==> src/rtl/nibble_parity_tx.sv <==
// Serial frame transmitter for one parity-protected nibble.
// Frame: start, 4 data bits LSB first, parity, stop; each bit CLKS_PER_BIT cycles.
module nibble_parity_tx #(
  parameter int CLKS_PER_BIT = 4,
  parameter bit PARITY_ODD   = 1'b0
) (
  input  logic       clk,
  input  logic       rst,
  input  logic [3:0] din,
  input  logic       din_valid,
  output logic       din_ready,
  output logic       tx,
  output logic       busy,
  output logic       par_out
);

  localparam int CW = (CLKS_PER_BIT > 1) ? $clog2(CLKS_PER_BIT) : 1;
  localparam logic [CW-1:0] LAST = CW'(CLKS_PER_BIT - 1);

  typedef enum logic [2:0] {
    IDLE,
    START,
    DATA,
    PARITY,
    STOP
  } state_t;

  state_t        state;
  state_t        state_nx;
  logic [CW-1:0] cyc_cnt;
  logic [1:0]    bit_cnt;
  logic [3:0]    shreg;
  logic          accept;
  logic          bit_end;

  assign accept  = din_valid && (state == IDLE);
  assign bit_end = (state != IDLE) && (cyc_cnt == LAST);

  always_ff @(posedge clk or posedge rst) begin
    if (rst) begin
      state <= IDLE;
    end else begin
      state <= state_nx;
    end
  end

  always_ff @(posedge clk or posedge rst) begin
    if (rst) begin
      cyc_cnt <= '0;
      bit_cnt <= '0;
      shreg   <= '0;
      par_out <= 1'b0;
    end else begin
      if (state == IDLE || bit_end) begin
        cyc_cnt <= '0;
      end else begin
        cyc_cnt <= cyc_cnt + 1'b1;
      end

      if (state != DATA) begin
        bit_cnt <= '0;
      end else if (bit_end) begin
        bit_cnt <= bit_cnt + 1'b1;
      end

      // Capture on accept; later din changes never reach the frame
      if (accept) begin
        shreg   <= din;
        par_out <= (^din) ^ PARITY_ODD;
      end else if (state == DATA && bit_end) begin
        shreg <= {1'b0, shreg[3:1]};
      end
    end
  end

  always_comb begin
    state_nx = state;
    unique case (state)
      IDLE:    if (accept) state_nx = START;
      START:   if (bit_end) state_nx = DATA;
      DATA:    if (bit_end && bit_cnt == 2'd3) state_nx = PARITY;
      PARITY:  if (bit_end) state_nx = STOP;
      STOP:    if (bit_end) state_nx = IDLE;
      default: state_nx = IDLE;
    endcase
  end

  always_comb begin
    tx        = 1'b1;
    busy      = 1'b1;
    din_ready = 1'b0;
    unique case (state)
      IDLE: begin
        busy      = 1'b0;
        din_ready = 1'b1;
      end
      START:   tx = 1'b0;
      DATA:    tx = shreg[0];
      PARITY:  tx = par_out;
      STOP:    tx = 1'b1;
      default: begin
        busy      = 1'b0;
        din_ready = 1'b0;
      end
    endcase
  end

endmodule
==> config.mk <==
export PLATFORM = sky130hd
export DESIGN_NAME = nibble_parity_tx
export DESIGN_NICKNAME = d
export VERILOG_FILES = /design/src/rtl/nibble_parity_tx.sv
export SDC_FILE = /design/constraint.sdc
export NUM_CORES = 1
export LEC_CHECK = 0
export ABC_AREA = 1
export BUFFER_PORTS_ARGS = -buffer_cell sky130_fd_sc_hd__buf_2
export CORE_MARGIN = 2
export CORE_UTILIZATION = 45
export CTS_BUF_LIST = sky130_fd_sc_hd__clkbuf_4 sky130_fd_sc_hd__clkbuf_8
export CTS_CLUSTER_DIAMETER = 120
export DETAILED_ROUTE_END_ITERATION = 16
export GPL_TIMING_DRIVEN = 0
export PLACE_DENSITY_LB_ADDON = 0.3
export SLEW_MARGIN = 0
export SYNTH_ARGS = -nofsm -noshare
export SYNTH_HDL_FRONTEND = slang
export SYNTH_SLANG_ARGS = --single-unit
==> constraint.sdc <==
create_clock -name clk -period 1.2 [get_ports clk]
set_input_delay 0.24 -clock clk [delete_from_list [all_inputs] [get_ports clk]]
set_output_delay 0.24 -clock clk [all_outputs]
set_load 0.01 [all_outputs]
# [Word level (Yosys, flattened, before mapping)]
# Index checks and enable logic that the tools add are counted.
[totals] ff_bits=12 latchBits=0 mem_bits_rw=0 romBits=0 input_bits=7 output_inout_bits=4 elab_cells=45 memories=0
[op_classes] add_sub_neg=2 multipliers=0 div=0 n_lt_le_gt_ge=0 n_eq_ne=12 n_shift=0 n_mux=14 bitwise_logic=0 n_reduce_logical=12
[op_table] cell="$mux 3" n=5
[op_table] cell="$pmux 3 s5" n=1
[op_table] cell="$mux 4" n=2
[op_table] cell="$ne 2x2->1 const B" n=4
[op_table] cell="$eq 3x2->1 const B" n=2
[op_table] cell="$mux 2" n=3
[op_table] cell="$reduce_and 5->1" n=1
[op_table] cell="$add 2x1->2 const B" n=2
[op_table] cell="$eq 2x2->1 const B" n=2
[op_table] cell="$logic_and 1x1->1" n=4
[op_table] cell="$reduce_bool 2->1" n=2
[op_table] cell="$reduce_or 4->1" n=1
[op_table] cell="$reduce_xor 4->1" n=1
[op_table] cell="$eq 3x1->1 const B" n=1
[op_table] cell="$eq 3x3->1 const B" n=1
[op_table] cell="$logic_not 3->1" n=1
[op_table] cell="$ne 3x2->1 const B" n=1
[op_table] cell="$pmux 1 s3" n=1
[op_table] cell="$reduce_bool 3->1" n=1
[op_table] cell="$mux 1" n=2
[op_table] cell="$ne 2x1->1 const B" n=1
[op_table] cell="$logic_or 1x1->1" n=1

# [Longest topological paths before layout]
# Gate-level depths: netlist of run 1.
[depth] depth_word=5 depth_mapped=8 ltp_nobuf=8

# [Least setup slack after synthesis of run 1]
# OpenSTA, ideal clock, no wires.
[synth_path] path_type="reg2out" start="register state[2]" end="output tx" t_arrival_ns=0.928 t_required_ns=0.960 slack_ns=0.032 stages_incl_launch_ff=6 path_buffers=0 cell_sequence="dfrtp_1 inv_2 nand2_2 nor2_2 nand2_1 nand3_1"
[synth_via] elab_chain_len=2 word_cells_on_any_way=4 cone_classes="3 x eq/ne; 1 x mux"
[synth_lines] element="start, declared" line="28" rtl="state_t state;"
[synth_lines] element="start signal, assigned" line="43" rtl="state <= state_nx;"
[synth_lines] element="$eq 3x2->1 / $eq 3x1->1 (equally long branches)" line="92" rtl="unique case (state)"
[synth_lines] element="$pmux 1 s3 (*)" line="92"
[synth_lines] element="end, declared" line="12" rtl="output logic tx,"
# Every way passes the cells marked *; elsewhere a longest branch is shown, timed or not.

# [Worst setup path in the final report of run 1]
# Ends and elaborated chain as after synthesis.

==> results.py, run 1 <==
metrics = {
    "run_status": {
        "status": "complete, but fails checks",
        "violations": "negative setup slack",
    },
    "final_layout": {
        "final_cell_area_um2": 976,
        "multi_input_area_um2": 400,
        "layout_commonest_cell": "nand2_1",
        "mostFrequentLayoutCells": "nand2_1, buf_4",
        "antenna_cells": 0,
        "fill_cells": 143,
        "drive_gt1_frac": 0.387,
        "ff_latch_area_um2": 304,
        "finalNetCount": 135,
        "syn2layout_area_growth_pct": 33.3,
    },
    "worst_setup_path": {
        "critical-path-max-stage-delay_ns": 0.44,
        "crit_start": "state[2]",
        "end_kind": "output port",
        "cp.required_ns": 0.96,
        "rr_startpoint": "state[2]",
        "cpMaxStageDelayCell": "dfrtp_2",
        "worst-setup-path-type": "flip-flop to output port",
        "crit_chain": "inv_4, nand2_4, nor2_4, nand2_1, nand3_1, buf_2",
        "critPathArrivalTime_ns": 1.23,
        "crit_path_max_fanout": 4,
        "worstSetupStartpointType": "flip-flop",
    },
    "logic_synthesis": {
        "syn_nets": 108,
        "synth_cell_types": 18,
        "synth_largest_area_cell": "dfrtp_1",
        "synth-seq-area-share": 0.410,
        "ys.warnings.count": 0,
        "synth_top_cell_area_share": 0.410,
        "syn_area_um2": 732,
        "avgSynthCellArea_um2": 7.39,
        "synthTopCellsByArea": "dfrtp_1, nand2_1, nand3_1, inv_1, nand2_2",
        "ys_seq_elements": 12,
        "netlist_instances": 99,
    },
    "die": {
        "dieArea_um2": 1970,
        "start_util": 0.480,
        "die_w_um": 44.3,
        "die_y_um": 44.3,
        "rows": 14,
        "coreArea_um2": 1520,
        "io_pins": 11,
    },
    "routing": {
        "drt_wl_total_um": 1490,
        "antenna_left": 0,
        "firstDrtPassIters": 4,
        "via_per_inst": 4.91,
        "vias": 688,
        "remaining_drc_errors": 0,
        "wl_per_cell_um": 10.7,
        "first_iter_violations": 15,
    },
    "timing": {
        "relSlewSlack": 0.703,
        "finalMaxSlewViolations": 0,
        "max_freq_ghz": 0.678,
        "worstMarginPinSlew_ns": 0.446,
        "setup_viol": 11,
        "worst_slack_ns": -0.275,
        "hold_violations": 0,
        "finalCritPeriodShare": 1.23,
        "period_minus_slack_ns": 1.47,
        "skew_ns": 0.00665,
        "rsz0062_at_grt": "true",
    },
    "power": {
        "power.density_nw_per_um2": 2830,
        "vdd_drop_max_uv": 1310,
        "power.internal_mw": 1.52,
        "p_total_mw": 2.76,
        "pwr-share-seq": 0.266,
        "comb_power_share": 0.646,
        "swShare": 0.450,
        "switchingPower_mw": 1.24,
        "pwr-share-clk": 0.087,
        "leakagePower_nw": 0.550,
    },
    "clocking": {
        "cts_made_buffers": 3,
        "cts_buffer_depth": 2,
        "path_clk_slew_ns": 0.07,
        "cts_tree": "done",
        "clockRootBuffer": "clkbuf_4",
        "clk_latency_ns": 0.27,
        "cts.sinks": 12,
        "ctsHtreeMaxLevel": 1,
    },
    "job": {
        "cap_violations": 0,
    },
    "placement": {
        "dpl-instance-area_um2": 802,
        "io_buffers": 10,
        "routabilityCongestion": 0.838,
        "dp_hpwl_um": 1040,
    },
    "global_route": {
        "antenna_found_initial": 0,
        "grt_usage": 0.195,
        "grt_pass1_wl_um": 2740,
        "grt_pass1_vias": 664,
        "grt_overflow_total": 0,
        "grt_max_degree": 13,
    },
    "hold_path": {
        "hold_class": "input port to flip-flop",
        "hp-start": "din[3]",
    },
}
==> registers in the layout, indices dropped and copies added (netlist names) <==
register / count
shreg: 4
state: 3
bit_cnt: 2
cyc_cnt: 2
par_out: 1
==> what timing repair did <==
| item | in CTS | in global routing |
|---|---|---|
| hold buffers | 1 | 0 |
| gates resized for setup | 8 | 6 |
| setup buffers | 12 | 0 |
| endpoints found under the hold margin | 12 | 0 |
| setup endpoints to repair | 9 | 13 |
| pin swaps | 6 | 2 |
| cloned | 0 | 0 |
==> path summary, 6_finish.rpt <==
path | endpoint | slack, ns | cells after the start
min in group asynchronous | shreg[3] | 0.50 | 3
min | shreg[3] | 0.21 | 3
max reg2reg | state[0] | -0.25 | 10
min reg2reg | cyc_cnt[0] | 0.44 | 1
max | tx | -0.27 | 6
max in group asynchronous | state[1] | 0.37 | 3
==> kinds of logic after synthesis <==
kind of cell,synth area share
AND/OR/NAND/NOR,0.429
buffers and inverters,0.0821
flip-flops,0.410
AO/OA/AOI/OAI,0.0205
XOR/XNOR,0.0239
adder cells (fa/ha/maj),0.0342
==> cells in the mapped netlist <==
| cell type | number |
|---|---|
| nor2_1 | 5 |
| xor2_1 | 1 |
| nand3_2 | 1 |
| nand4_1 | 1 |
| nor2_8 | 1 |
| nand2_2 | 5 |
| ha_1 | 2 |
| nor2_4 | 1 |
| nor2_2 | 1 |
| nand3_1 | 9 |
| nand2_4 | 2 |
| o21ai_0 | 1 |
| xnor2_1 | 1 |
| inv_1 | 9 |
| o21ai_1 | 2 |
| inv_2 | 7 |
| nand2_1 | 38 |
| dfrtp_1 | 12 |
==> per-layer routing <==
| metal | up-vias | track usage | wire length (um) |
|---|---|---|---|
| met5 | - | 0 | 0 |
| met4 | 0 | 0.109 | 28 |
| met3 | 4 | 0.0490 | 51 |
| met2 | 13 | 0.315 | 796 |
| met1 | 318 | 0.238 | 617 |
| li1 | 353 | - | - |
==> worst max-delay path: cells and delay by family, from the launching register on <==
kind	cells	cell delay (ns)
and+or+nand+nor	4	0.32
buffers and inverters	2	0.21
DFF	1	0.44
==> power by group through the flow <==
stage          logic, mW  clock network (mW)  registers [mW]
4_1_cts             1.69               0.248           0.712
2_1_floorplan      0.963                   0           0.696
6_report            1.78               0.241           0.735
3_5_place_dp        1.23                   0           0.716
3_3_place_gp        1.21                   0           0.713
5_1_grt             1.99               0.264           0.754
==> through the flow <==
step	hold slack, ns	worst slack, ns	util	TNS, ns	cells
after floorplan	0.105	0.0316	-	0	99
after global placement	0.271	-0.134	0.526	-0.362	125
after detailed placement	0.269	-0.132	0.526	-0.363	125
after CTS	0.214	-0.268	0.626	-2.15	140
after global routing	0.246	-0.340	0.640	-3.35	140
final	0.207	-0.275	0.640	-2.42	140
==> layout make-up <==
class / count / share of cell area
clock buffers: 3 / 0.0231
inverters: 16 / 0.0692
multi-input cells: 71 / 0.410
flip-flops and latches: 12 / 0.312
well taps: 16 / 0.0205
repair buffers: 22 / 0.165
Note: power is estimated with default switching activity, not from simulation.
==> run 2, diff against run 1 <==
--- a/config.mk
+++ b/config.mk
@@ -6,7 +6,7 @@
 export NUM_CORES = 1
 export LEC_CHECK = 0
 export ABC_AREA = 1
-export BUFFER_PORTS_ARGS = -buffer_cell sky130_fd_sc_hd__buf_2
+export BUFFER_PORTS_ARGS = -buffer_cell sky130_fd_sc_hd__clkbuf_2
 export CORE_MARGIN = 2
 export CORE_UTILIZATION = 45
 export CTS_BUF_LIST = sky130_fd_sc_hd__clkbuf_4 sky130_fd_sc_hd__clkbuf_8
==> run 2 against run 1 <==
Effect of this change: the run still ends with negative setup slack left; sequential share of layout area rose by 0.40 points; non-clock buffer count fell by 1; setup slack improved by 0.014 ns; maximum frequency rose by 0.93%; clock power fell by 2%; sequential power fell by 0.8%; cell count fell by 0.71%; critical path depth did not move; die area did not move.
==> results.py, run 2 (synthesized netlist as in run 1, its figures left out) <==
metrics = {
    "final_layout": {
        "ff_latch_area_um2": 304,
        "syn2layout_area_growth_pct": 31.6,
        "antenna_cells": 0,
        "layout_commonest_cell": "nand2_1",
        "largest_reg_flops": 4,
        "multi_input_area_um2": 394,
        "drive_gt1_frac": 0.382,
        "regMostFlops": "shreg",
        "post-route-util": 0.632,
        "finalNetCount": 134,
        "fill_cells": 140,
        "top_regs": "shreg (4), state (3)",
        "mostFrequentLayoutCells": "nand2_1, nand3_1, inv_1, dfrtp_1, buf_4",
    },
    "routing": {
        "remaining_drc_errors": 0,
        "vias": 691,
        "wl_per_cell_um": 11.1,
        "first_iter_violations": 8,
        "antenna_left": 0,
        "drt_wl_total_um": 1550,
        "firstDrtPassIters": 4,
        "via_per_inst": 4.97,
    },
    "clocking": {
        "cts_buffer_depth": 2,
        "clockRootBuffer": "clkbuf_4",
        "path_clk_slew_ns": 0.07,
        "cts_made_buffers": 3,
        "ctsHtreeMaxLevel": 1,
        "cts.sinks": 12,
        "clk_latency_ns": 0.27,
        "cts_tree": "done",
    },
    "worst_setup_path": {
        "crit_chain": "inv_2, nand2_4, nor2_4, nand2_1, nand3_1, buf_2",
        "worst-setup-path-type": "flip-flop to output port",
        "cpMaxStageDelayCell": "dfrtp_2",
        "worstSetupStartpointType": "flip-flop",
        "critical-path-max-stage-delay_ns": 0.43,
        "critPathArrivalTime_ns": 1.22,
        "cp.required_ns": 0.96,
        "crit_path_max_fanout": 4,
        "r2r_cells": 10,
        "end_kind": "output port",
    },
    "power": {
        "pwr-share-seq": 0.267,
        "vdd_drop_max_uv": 1170,
        "leakagePower_nw": 0.544,
        "power.density_nw_per_um2": 2840,
        "pwr-share-clk": 0.087,
        "switchingPower_mw": 1.23,
        "power.internal_mw": 1.50,
        "swShare": 0.450,
        "comb_power_share": 0.646,
    },
    "timing": {
        "finalCritPeriodShare": 1.22,
        "relSlewSlack": 0.702,
        "setup_viol": 11,
        "tns_ns": -1.95,
        "rsz0062_at_grt": "true",
        "worstMarginPinSlew_ns": 0.447,
        "worst_slack_ns": -0.261,
        "max_freq_ghz": 0.684,
        "finalMaxSlewViolations": 0,
        "skew_ns": 0.00589,
        "hold_violations": 0,
        "period_minus_slack_ns": 1.46,
    },
    "die": {
        "start_util": 0.480,
        "io_pins": 11,
        "die_y_um": 44.3,
        "dieArea_um2": 1970,
        "rows": 14,
        "coreArea_um2": 1520,
        "die_w_um": 44.3,
    },
    "global_route": {
        "grt_max_degree": 13,
        "antenna_found_initial": 0,
        "grt_overflow_total": 0,
        "grt_usage": 0.196,
        "grt_pass1_wl_um": 2720,
        "grt_pass1_vias": 683,
    },
    "hold_path": {
        "hold_path_depth": 3,
        "hold_class": "input port to flip-flop",
    },
    "run_status": {
        "violations": "negative setup slack",
        "status": "complete, but fails checks",
    },
    "placement": {
        "dp_hpwl_um": 1060,
        "io_buffers": 10,
        "routabilityCongestion": 0.857,
    },
    "job": {
        "cap_violations": 0,
    },
}
run 2: changes by cell type in the layout (fill, tap and decap cells not counted), sizes merged:
cell / change
clkbuf: +7
buf: -8
run 2: critical path, delay by kind of cell (launching register included):
kind	cells	cell delay, ns
buffers and inverters	2	0.22
flip-flops	1	0.43
AND/OR/NAND/NOR	4	0.30
run 2: path summary, 6_finish.rpt:
kind                             from         end  slack [ns]
max                          state[2]          tx       -0.26
min                            din[3]    shreg[3]        0.21
max reg2reg                  state[2]    shreg[2]       -0.22
min in group asynchronous         rst    shreg[3]        0.50
min reg2reg                cyc_cnt[0]  cyc_cnt[0]        0.43
max in group asynchronous         rst    state[0]        0.37
run 2: area by class of cell:
| cell class | count | area share |
|---|---|---|
| Clock buffer | 3 | 0.0234 |
| Sequential cell | 12 | 0.316 |
| Timing Repair Buffer | 21 | 0.164 |
| Multi-Input combinational cell | 71 | 0.409 |
| Tap cell | 16 | 0.0208 |
| Inverter | 16 | 0.0675 |
run 2: stage by stage:
stage	cell area [um^2]	setup slack [ns]	power, mW	std cells	hold slack, ns
2_1_floorplan	732	0.0316	1.66	99	0.105
3_3_place_gp	802	-0.142	1.93	125	0.252
3_5_place_dp	802	-0.133	1.95	125	0.253
4_1_cts	948	-0.279	2.65	139	0.204
5_1_grt	963	-0.323	2.98	139	0.236
6_report	963	-0.261	2.73	139	0.209
run 2: metal layers:
metal  global-route usage  vias to the layer above  part of all wire  routed length, um
li1                     -                      349                 -                  -
met1                0.208                      312              0.41                629
met2                0.321                       18              0.51                791
met3               0.0408                       12             0.025                 39
met4                0.182                        0             0.055                 85
met5                    0                        -                 0                  0
run 2: what timing repair did:
item	in CTS	in global routing
pin swaps	6	1
cloned	0	0
resized for setup	8	8
buffers inserted	10	0
endpoints found under the setup margin	9	14
hold buffers	1	0
endpoints found under the hold margin	12	0
run 2: power by group through the flow:
stage               combinational [mW]  sequential [mW]  clock, mW
CTS                               1.68            0.714      0.252
global placement                  1.21            0.714          0
floorplan                        0.963            0.696          0
detailed placement                1.23            0.719          0
global route                      1.97            0.747      0.263
finish                            1.76            0.729      0.237
==> run 3, diff against run 2 <==
--- a/config.mk
+++ b/config.mk
@@ -6,13 +6,14 @@
 export NUM_CORES = 1
 export LEC_CHECK = 0
 export ABC_AREA = 1
+export ABC_CLOCK_PERIOD_IN_PS = 1200
 export BUFFER_PORTS_ARGS = -buffer_cell sky130_fd_sc_hd__clkbuf_2
 export CORE_MARGIN = 2
 export CORE_UTILIZATION = 45
 export CTS_BUF_LIST = sky130_fd_sc_hd__clkbuf_4 sky130_fd_sc_hd__clkbuf_8
 export CTS_CLUSTER_DIAMETER = 120
 export DETAILED_ROUTE_END_ITERATION = 16
-export GPL_TIMING_DRIVEN = 0
+export GPL_TIMING_DRIVEN = 1
 export PLACE_DENSITY_LB_ADDON = 0.3
 export SLEW_MARGIN = 0
 export SYNTH_ARGS = -nofsm -noshare
==> run 3 against run 2 <==
Effect of this change: the run still ends with negative setup slack left; combinational power grew 32%; cell area grew 18%; clock power grew 44%; total power grew 25%; setup slack lost 0.025 ns; sequential cell count is the same; register-to-register slack lost 0.06 ns; first-iteration DRC count grew 130%; critical path depth shrank 1; core utilization grew 11 points; hold slack lost 0.015 ns; non-clock buffer count grew 9; largest power group unchanged.
==> results.py, run 3 (synthesized netlist as in run 1, its figures left out) <==
metrics = {
    "timing": {
        "tns_ns": -2.56,
        "relSlewSlack": 0.710,
        "worstMarginPinSlew_ns": 0.434,
        "finalCritPeriodShare": 1.24,
        "skew_ns": 0.00739,
        "setup_viol": 11,
        "worst_slack_ns": -0.286,
        "finalMaxSlewViolations": 0,
        "period_minus_slack_ns": 1.49,
        "rsz0062_at_grt": "true",
        "hold_violations": 0,
        "max_freq_ghz": 0.673,
    },
    "worst_setup_path": {
        "critPathArrivalTime_ns": 1.25,
        "worstSetupStartpointType": "flip-flop",
        "crit_path_max_fanout": 3,
        "timing.rr.end": "shreg[0]",
        "r2r_cells": 9,
        "worst-setup-path-type": "flip-flop to output port",
        "end_kind": "output port",
        "endpoint": "busy",
        "cp.required_ns": 0.96,
        "rr_startpoint": "state[0]",
        "r2r_slack_ns": -0.28,
        "crit_start": "state[1]",
    },
    "die": {
        "die_y_um": 44.3,
        "die_w_um": 44.3,
        "coreArea_um2": 1520,
        "start_util": 0.480,
        "dieArea_um2": 1970,
        "rows": 14,
        "io_pins": 11,
    },
    "final_layout": {
        "top_regs": "shreg (4), state (3)",
        "layout_commonest_cell": "nand2_1",
        "mostFrequentLayoutCells": "nand2_1, buf_4, nand2_2",
        "largest_reg_flops": 4,
        "syn2layout_area_growth_pct": 55.2,
        "antenna_cells": 0,
        "finalNetCount": 143,
        "regMostFlops": "shreg",
        "drive_gt1_frac": 0.541,
    },
    "routing": {
        "drt_wl_total_um": 2050,
        "antenna_left": 0,
        "first_iter_violations": 18,
        "via_per_inst": 5.13,
        "wl_per_cell_um": 13.7,
        "remaining_drc_errors": 0,
        "vias": 765,
        "firstDrtPassIters": 4,
    },
    "placement": {
        "place_ws_ns": -0.0812,
        "routabilityCongestion": 0.881,
        "dp_hpwl_um": 1100,
        "io_buffers": 10,
    },
    "clocking": {
        "clockRootBuffer": "clkbuf_4",
        "cts_tree": "done",
        "clk_latency_ns": 0.29,
        "cts_made_buffers": 3,
        "cts_buffer_depth": 2,
        "path_clk_slew_ns": 0.09,
        "ctsHtreeMaxLevel": 1,
        "cts.sinks": 12,
    },
    "power": {
        "power.density_nw_per_um2": 3010,
        "power.internal_mw": 1.86,
        "vdd_drop_max_uv": 1650,
        "swShare": 0.457,
        "comb_power_share": 0.681,
        "pwr-share-clk": 0.100,
        "pwr-share-seq": 0.219,
        "leakagePower_nw": 0.631,
        "switchingPower_mw": 1.57,
    },
    "global_route": {
        "grt_pass1_vias": 717,
        "grt_pass1_wl_um": 2840,
        "grt_overflow_total": 0,
        "antenna_found_initial": 0,
        "grt_max_degree": 13,
        "grt_usage": 0.202,
    },
    "run_status": {
        "status": "complete, but fails checks",
        "violations": "negative setup slack",
    },
    "hold_path": {
        "hold_class": "input port to flip-flop",
    },
    "job": {
        "cap_violations": 0,
    },
}
run 3: cell types whose count changed in the layout (fill, tap and decap cells not counted), sizes merged:
cell and delta:
buf +9, clkbuf +1
run 3: what timing repair did:
| action | CTS | global route |
|---|---|---|
| endpoints found under the setup margin | 9 | 14 |
| endpoints found under the hold margin | 12 | 0 |
| gates resized for setup | 7 | 33 |
| hold buffers | 1 | 0 |
| pin swaps | 5 | 16 |
| buffers inserted | 7 | 5 |
run 3: worst min-delay path by stage:
stage,to,slack (ns),cells after the start,from
CTS,shreg[3],0.21,3,din[3]
finish,shreg[3],0.19,3,din[3]
global placement,bit_cnt[0],0.25,2,rst
detailed placement,cyc_cnt[1],0.25,2,rst
floorplan,bit_cnt[0],0.10,1,rst
global route,shreg[3],0.20,3,din[3]
run 3: metal layers:
layer  GRT usage  wire (um)  vias to the layer above  share of wire
met3      0.0408         41                        2          0.020
met5           0          0                        -              0
met4       0.133          9                        0         0.0044
met1       0.209        814                      380           0.40
li1            -          -                      371              -
met2       0.365       1180                       12           0.58
run 3: final cells by class:
cell class / count / area (um^2)
flip-flops and latches: 12 / 303
fillers: 108 / 388
clock buffers: 4 / 36.3
well taps: 16 / 20.0
inverters: 16 / 67.6
repair buffers: 30 / 250
multi-input cells: 71 / 459
run 3: critical path, stage by stage, from the launching register on:
cell and delay, ns:
dfrtp_2 0.45, inv_2 0.11, buf_4 0.13, nand3_2 0.07, nand2_2 0.07, buf_2 0.13
run 3: per-stage QoR:
stage / util / hold slack (ns) / cells / power, mW / area [um^2]
finish: 0.745 / 0.193 / 149 / 3.42 / 1140
global route: 0.745 / 0.203 / 149 / 3.63 / 1140
CTS: 0.654 / 0.209 / 145 / 2.82 / 997
detailed placement: 0.566 / 0.250 / 133 / 2.14 / 862
global placement: 0.566 / 0.246 / 133 / 2.10 / 862
floorplan: - / 0.105 / 99 / 1.66 / 732
run 3: power by group through the flow:
stage	registers [mW]	logic, mW	clock network [mW]
after floorplan	0.696	0.963	0
after global placement	0.706	1.40	0
after detailed placement	0.709	1.43	0
after CTS	0.710	1.77	0.337
after global routing	0.775	2.50	0.363
final	0.751	2.33	0.342
